<file path="src/rtl/framebuffer_loader_pkg.sv">
// ---------------------------------------------------------------------------
// fb_pkg
// Shared frame-buffer constants and types. The VGA read path imports the
// same package, so the frame geometry is defined in exactly one place.
//   FB_W / FB_H     : frame stride and height in pixels
//   AW / DW         : RAM address and pixel data widths
//   fb_addr_t       : RAM address type
//   pixel_t         : one grayscale pixel
//   dim_t           : image width/height as carried on the start interface
//   fb_load_state_t : loader FSM states
// ---------------------------------------------------------------------------
package fb_pkg;

   localparam int FB_W = 640;
   localparam int FB_H = 480;
   localparam int AW   = 19;
   localparam int DW   = 8;

   typedef logic [AW-1:0] fb_addr_t;
   typedef logic [DW-1:0] pixel_t;
   typedef logic [9:0]    dim_t;

   typedef enum logic [1:0] {
      IDLE,
      LOAD,
      FLUSH,
      DONE
   } fb_load_state_t;

endpackage

</file>
<file path="src/rtl/framebuffer_loader_if.sv">
// ---------------------------------------------------------------------------
// framebuffer_loader_if
// Valid/ready pixel stream feeding the frame-buffer loader.
//   s_valid : upstream has a pixel this cycle
//   s_data  : pixel value
//   s_ready : loader takes the pixel this cycle
// Modports: master = upstream producer, slave = loader.
// ---------------------------------------------------------------------------
interface framebuffer_loader_if;
   import fb_pkg::*;

   logic   s_valid;
   pixel_t s_data;
   logic   s_ready;

   modport master (output s_valid, output s_data, input s_ready);
   modport slave  (input s_valid, input s_data, output s_ready);

endinterface

</file>
<file path="src/rtl/framebuffer_loader_addr_gen.sv">
// ---------------------------------------------------------------------------
// fb_addr_gen
// Raster-order address generator for an image placed top-left in a
// fixed-stride frame. Keeps x, y and the start address of the current row.
//   clk, rst_n  : system clock, asynchronous active-low reset
//   clear       : restart at pixel (0,0)
//   step        : advance to the next pixel
//   w, h        : image dimensions (must be non-zero)
//   last_pixel  : current position is the final pixel of the image
//   addr        : RAM address of the current position
// ---------------------------------------------------------------------------
module fb_addr_gen
   import fb_pkg::*;
(
   input  logic     clk,
   input  logic     rst_n,
   input  logic     clear,
   input  logic     step,
   input  dim_t     w,
   input  dim_t     h,
   output logic     last_pixel,
   output fb_addr_t addr
);

   dim_t     x;
   dim_t     y;
   fb_addr_t line_base;
   logic     end_of_row;

   // Row start is kept as a running sum of the stride, so the address is a
   // single add of x and no y*FB_W multiplier is needed.
   assign end_of_row = (x == w - 10'd1);
   assign last_pixel = end_of_row && (y == h - 10'd1);
   assign addr       = line_base + fb_addr_t'(x);

   // Counter update: wrap x at the end of each row and move to the next row.
   always_ff @(posedge clk or negedge rst_n) begin
      if (!rst_n) begin
         x         <= '0;
         y         <= '0;
         line_base <= '0;
      end else if (clear) begin
         x         <= '0;
         y         <= '0;
         line_base <= '0;
      end else if (step) begin
         if (end_of_row) begin
            x         <= '0;
            y         <= y + 10'd1;
            line_base <= line_base + fb_addr_t'(FB_W);
         end else begin
            x <= x + 10'd1;
         end
      end
   end

endmodule

</file>
<file path="src/rtl/framebuffer_loader.sv">
// ---------------------------------------------------------------------------
// framebuffer_loader
// Streams an 8-bit grayscale image into port B of the shared frame RAM,
// placing it at the top-left of a FB_W-stride frame, and reports completion.
//   clk, rst_n      : system clock, asynchronous active-low reset
//   start           : one-cycle pulse to begin a frame
//   img_w, img_h    : image size, sampled when start is accepted
//   s_if (slave)    : pixel stream (s_valid, s_data, s_ready)
//   wr_addr/data/en : RAM port B write, one cycle after pixel acceptance
//   busy            : loading in progress
//   done            : one-cycle pulse after the last pixel write
//   cfg_err         : one-cycle pulse when start carried an illegal size
//   chk             : 16-bit modular sum of written pixels
//                     (only when FRAMEBUFFER_CHECKSUM_EN is defined)
// ---------------------------------------------------------------------------
module framebuffer_loader
   import fb_pkg::*;
(
   input  logic     clk,
   input  logic     rst_n,
   input  logic     start,
   input  dim_t     img_w,
   input  dim_t     img_h,
   framebuffer_loader_if.slave s_if,
   output fb_addr_t wr_addr,
   output pixel_t   wr_data,
   output logic     wr_en,
   output logic     busy,
   output logic     done,
   output logic     cfg_err
`ifdef FRAMEBUFFER_CHECKSUM_EN
   ,
   output logic [15:0] chk
`endif
);

   localparam dim_t MAX_W = dim_t'(FB_W);
   localparam dim_t MAX_H = dim_t'(FB_H);

   fb_load_state_t state;
   fb_load_state_t next_state;

   dim_t     w_q;
   dim_t     h_q;
   logic     cfg_bad;
   logic     accept_start;
   logic     accept_px;
   logic     last_pixel;
   fb_addr_t pix_addr;

   assign cfg_bad      = (img_w == '0) || (img_h == '0) ||
                         (img_w > MAX_W) || (img_h > MAX_H);
   assign accept_start = (state == IDLE) && start && !cfg_bad;
   assign accept_px    = s_if.s_valid && s_if.s_ready;
   assign busy         = (state != IDLE);
   assign done         = (state == DONE);

   fb_addr_gen u_addr_gen (
      .clk        (clk),
      .rst_n      (rst_n),
      .clear      (accept_start),
      .step       (accept_px),
      .w          (w_q),
      .h          (h_q),
      .last_pixel (last_pixel),
      .addr       (pix_addr)
   );

   // State register.
   always_ff @(posedge clk or negedge rst_n) begin
      if (!rst_n) begin
         state <= IDLE;
      end else begin
         state <= next_state;
      end
   end

   // Next state and stream ready. Ready comes straight from the state, so it
   // drops on the same edge that takes the final pixel and moves to FLUSH.
   always_comb begin
      next_state    = state;
      s_if.s_ready  = 1'b0;
      case (state)
         IDLE: begin
            if (accept_start) begin
               next_state = LOAD;
            end
         end
         LOAD: begin
            s_if.s_ready = 1'b1;
            if (accept_px && last_pixel) begin
               next_state = FLUSH;
            end
         end
         FLUSH: begin
            next_state = DONE;
         end
         DONE: begin
            next_state = IDLE;
         end
         default: begin
            next_state = IDLE;
         end
      endcase
   end

   // Image size capture and the illegal-size error pulse. A start seen
   // outside IDLE is ignored entirely, including for error reporting.
   always_ff @(posedge clk or negedge rst_n) begin
      if (!rst_n) begin
         w_q     <= '0;
         h_q     <= '0;
         cfg_err <= 1'b0;
      end else begin
         cfg_err <= (state == IDLE) && start && cfg_bad;
         if (accept_start) begin
            w_q <= img_w;
            h_q <= img_h;
         end
      end
   end

   // Registered RAM write: the accepted pixel and its address appear on
   // port B one cycle later. The final write lands during FLUSH.
   always_ff @(posedge clk or negedge rst_n) begin
      if (!rst_n) begin
         wr_en   <= 1'b0;
         wr_addr <= '0;
         wr_data <= '0;
      end else begin
         wr_en <= accept_px;
         if (accept_px) begin
            wr_addr <= pix_addr;
            wr_data <= s_if.s_data;
         end
      end
   end

`ifdef FRAMEBUFFER_CHECKSUM_EN
   // Running sum of what actually reaches the RAM; the last write is added
   // at the end of FLUSH, so the value is settled while done is high.
   always_ff @(posedge clk or negedge rst_n) begin
      if (!rst_n) begin
         chk <= '0;
      end else if (accept_start) begin
         chk <= '0;
      end else if (wr_en) begin
         chk <= chk + 16'(wr_data);
      end
   end
`endif

endmodule

</file>
<file path="src/flat_wrapper.sv">
// flat-port wrapper written by rule: the top's interface ports become plain ports
module framebuffer_loader_flat import fb_pkg::*;
  (clk, rst_n, start, img_w, img_h, wr_addr, wr_data, wr_en, busy, done, cfg_err, s_if_s_valid, s_if_s_data, s_if_s_ready);
  framebuffer_loader_if s_if_i ();
  input  logic clk;
  input  logic rst_n;
  input  logic start;
  input  dim_t img_w;
  input  dim_t img_h;
  output fb_addr_t wr_addr;
  output pixel_t wr_data;
  output logic wr_en;
  output logic busy;
  output logic done;
  output logic cfg_err;
  input wire logic [$bits(s_if_i.s_valid)-1:0] s_if_s_valid;
  input wire logic [$bits(s_if_i.s_data)-1:0] s_if_s_data;
  output wire logic [$bits(s_if_i.s_ready)-1:0] s_if_s_ready;
  assign s_if_i.s_valid = s_if_s_valid;
  assign s_if_i.s_data = s_if_s_data;
  assign s_if_s_ready = s_if_i.s_ready;
  framebuffer_loader u_core (.clk(clk), .rst_n(rst_n), .start(start), .img_w(img_w), .img_h(img_h), .s_if(s_if_i), .wr_addr(wr_addr), .wr_data(wr_data), .wr_en(wr_en), .busy(busy), .done(done), .cfg_err(cfg_err));
endmodule
</file>
<file path="config.mk">
export PLATFORM = sky130hd
export DESIGN_NAME = framebuffer_loader_flat
export DESIGN_NICKNAME = d
export VERILOG_FILES = /design/src/rtl/framebuffer_loader_pkg.sv /design/src/rtl/framebuffer_loader_if.sv /design/src/rtl/framebuffer_loader_addr_gen.sv /design/src/rtl/framebuffer_loader.sv /design/src/flat_wrapper.sv
export SDC_FILE = /design/constraint.sdc
export NUM_CORES = 1
export LEC_CHECK = 0
export ABC_AREA = 1
export CAP_MARGIN = 20
export CORE_MARGIN = 2
export CORE_UTILIZATION = 60
export DETAILED_ROUTE_END_ITERATION = 8
export DONT_BUFFER_PORTS = 1
export PLACE_DENSITY = 0.79
export SETUP_SLACK_MARGIN = 0.2
export SLEW_MARGIN = 20
export SYNTH_ARGS = -nofsm -noshare
export SYNTH_HDL_FRONTEND = slang
export SYNTH_SLANG_ARGS = --single-unit
</file>
<file path="constraint.sdc">
create_clock -name clk -period 3.6 [get_ports clk]
set_input_delay 0.72 -clock clk [delete_from_list [all_inputs] [get_ports clk]]
set_output_delay 0.72 -clock clk [all_outputs]
set_load 0.05 [all_outputs]
</file>
==> summary.txt <==
Status
  – Status: finished clean

Floorplan
  – Die area: 9064 µm²
  – Starting Density: 61.36%
  – Core area: 8134 µm²
  – Site row count: 33
  – I/O Pins: 64
  – Die width: 95.21 µm
  – Chip Height: 95.21 µm

Logic synthesis
  – Register area share after synthesis: 41.61%
  – Top FF cell, synth: dfrtp_1
  – EDFF count, synth: 0
  – Cell with the most instances after synthesis: nand2_1
  – Area contributors post-synth: dfrtp_1 (42%), nand2_1 (15%), nand3_1 (5.4%), inv_1 (5.2%), o21ai_2 (3.9%)
  – Syn Area/Cell: 7.679 µm²
  – Mapped Cells: 650
  – Ys async rst share: 100.0%
  – Synth Cell Area: 4991 µm²
  – Yosys warns: 0
  – Unique masters post-synth: 38
  – Synth Net Count: 695
  – Yosys top cell area share: 41.61%
  – Post-synth top cells: nand2_1 (204), dfrtp_1 (83), inv_1 (69)
  – #FFs+latches synth: 83
  – Leading area contributor after synthesis: dfrtp_1

Timing
  – Final worst slack: 0.7678 ns
  – Final slew viol count: 0
  – Worst slew margin: 55.71%
  – Final Hold Viols: 0
  – FMAX: 353.1 MHz
  – Endpoints failing setup: 0
  – RSZ-0062 raised after global routing: false
  – Worst-Margin Slew: 0.6638 ns
  – Period Utilization, post-route: 78.67%
  – Clk_skew: 0.01010 ns
  – Tmin final: 2.832 ns
  – Setup TNS: 0 ns
  – Hold WS: 0.02960 ns

Drt
  – Wire per inst: 13.53 µm
  – Post-route DRC: 0
  – Final ANT Viol Nets: 0
  – Via-to-Cell Ratio: 5.410
  – Initial DRC Count: 226
  – DRT Pass-1 Iters: 4
  – DR vias: 4074
  – Final wirelength: 10190 µm

Clock tree
  – # Post-CTS Setup Buffers: 0
  – Sink Count: 83
  – CTS max path bufs: 2
  – Cts repair resizes: 0
  – Clock root cell: clkbuf_8
  – Clk_lat worst skew: 0.37 ns
  – Post-CTS Hold Buffers: 0
  – Clock transition at path regs: 0.10 ns
  – CTS tree: yes
  – Num CTS Buffers: 9
  – CTS H-Tree Depth: 3

Pwr
  – Power Density: 763.7 nW/µm²
  – Worst VDD drop: 0.0003498 V
  – Leak Pwr: 2.670 nW
  – Total chip power: 3.987 mW

Global route
  – Vias in the first global route: 3993
  – Total GRT Usage: 23.84%
  – Gr ovfl total: 0
  – Initial antenna violation count: 0
  – Global-route wire length before repair: 17190 µm
  – Largest net degree at the start of global routing: 84

Worst hold path
  – Hold WC Path Type: input pin to async pin

Layout
  – Final core utilization: 64.19%
  – Post-route insts no fill: 753
  – Share of layout cells above drive strength 1: 13.43%
  – Final Cell Area: 5221 µm²
  – Nets: 688
  – N_diodes: 0
  – Area grow syn2layout: 4.613%

Place
  – GP Congestion: 0.9137
  – Cell Area, Placed: 5026 µm²
  – Placed cells: 737
  – Pre-CTS setup slack: 0.7924 ns
  – Hpwl dp: 7303 µm
  – Buffers on Ports: 0

Worst setup path
  – Sequence of cells on the critical path: inv_1 > ha_1 > nand2_1 > buf_4 > nand2_1 > nand2_4 > nand2_1 > o21ai_2
  – Crit Path Class: flop to flop
  – Crit. End Element: flop
  – CP peak stage delay: 0.53 ns
  – Crit-path slowest cell: ha_1
  – Req. time, crit path: 3.84 ns
  – Most used cell, CP: nand2_1
  – WP data arrival: 3.07 ns
  – CP Max Fanout: 46
  – Reg2Reg Depth: 8
  – Critical Path Start Type: flop

Job
  – Max Cap Viol: 0
==> report_power, final <==
part	internal, mW	total, mW	switching, mW
sequential	1.21	1.91	0.696
combinational	0.529	1.42	0.887
clock	0.269	0.663	0.394
==> flip-flops by register name, summed over array words and instances (netlist names) <==
| name | cells |
|---|---|
| u_core.state | 2 |
| u_core.wr_addr | 19 |
| u_core.cfg_err | 1 |
| u_core.h_q | 10 |
| u_core.wr_data | 8 |
| u_core.u_addr_gen.y | 10 |
| u_core.wr_en | 1 |
| u_core.u_addr_gen.x | 10 |
| u_core.w_q | 10 |
| u_core.u_addr_gen.line_base | 12 |
==> layer usage <==
layer  vias up  track usage, %  part of all wire [%]
met2        76           42.66                    50
met1      1928           29.06                    45
met4         0           7.971                   1.5
met3        12           3.953                   3.7
li1       2058               -                     -
met5         -               0                     0
==> cell usage in the layout, fill, tap and decap left out, types with 5 or more instances in the layout <==
cell	count
nor3_1	9
o21ai_0	29
inv_1	69
nand2_1	204
xor2_1	19
ha_1	13
nand2_2	18
o21ai_2	22
or2_2	7
nand4_1	11
a21oi_1	5
clkbuf_8	9
nand3_1	54
dfrtp_1	83
nor2_1	44
mux2_2	5
o22ai_1	5
==> worst paths after layout <==
path,slack [ns],endpoint,startpoint
min,0.03,u_core.w_q[1]$_DFFE_PN0N_,rst_n
max in group asynchronous,3.38,u_core.u_addr_gen.x[7]$_DFFE_PN0P_,rst_n
min reg2reg,0.49,u_core.h_q[9]$_DFFE_PN0N_,u_core.h_q[9]$_DFFE_PN0N_
min in group clk,0.45,u_core.wr_data[1]$_DFFE_PN0P_,s_if_s_data[1]
max reg2reg,0.77,u_core.u_addr_gen.y[4]$_DFFE_PN0P_,u_core.state[1]$_DFFE_PN0P_
max,0.77,u_core.u_addr_gen.y[4]$_DFFE_PN0P_,u_core.state[1]$_DFFE_PN0P_
==> critical path: cells and delay by family, from the launching register on <==
kind,cells,cell delay (ns)
buffers and inverters,2,0.39
and+or+nand+nor,4,1.25
DFF,1,0.43
adders and majority gates,1,0.53
AOI/OAI and AO/OA,1,0.07
==> kinds of logic (layout without fill, tap and decap cells) <==
family | count (synthesis) | after routing | synth area share [%]
simple gates | 363 | 363 | 32.29
buf+inv | 93 | 91 | 7.721
flops | 83 | 83 | 41.61
compound gates | 69 | 69 | 9.326
xor+xnor | 24 | 24 | 4.663
fa+ha+maj | 13 | 13 | 3.259
mux | 5 | 5 | 1.128
==> final cells by class <==
type                            count  area (µm²)
Clock buffer                        9       123.9
Clock inverter                      7       71.32
Fill cell                         693        2913
Inverter                           73       274.0
Multi-Input combinational cell    474        2529
Sequential cell                    83        2077
Tap cell                          105       131.4
Timing Repair Buffer                2       15.01
(Power assumes the default switching activity.)
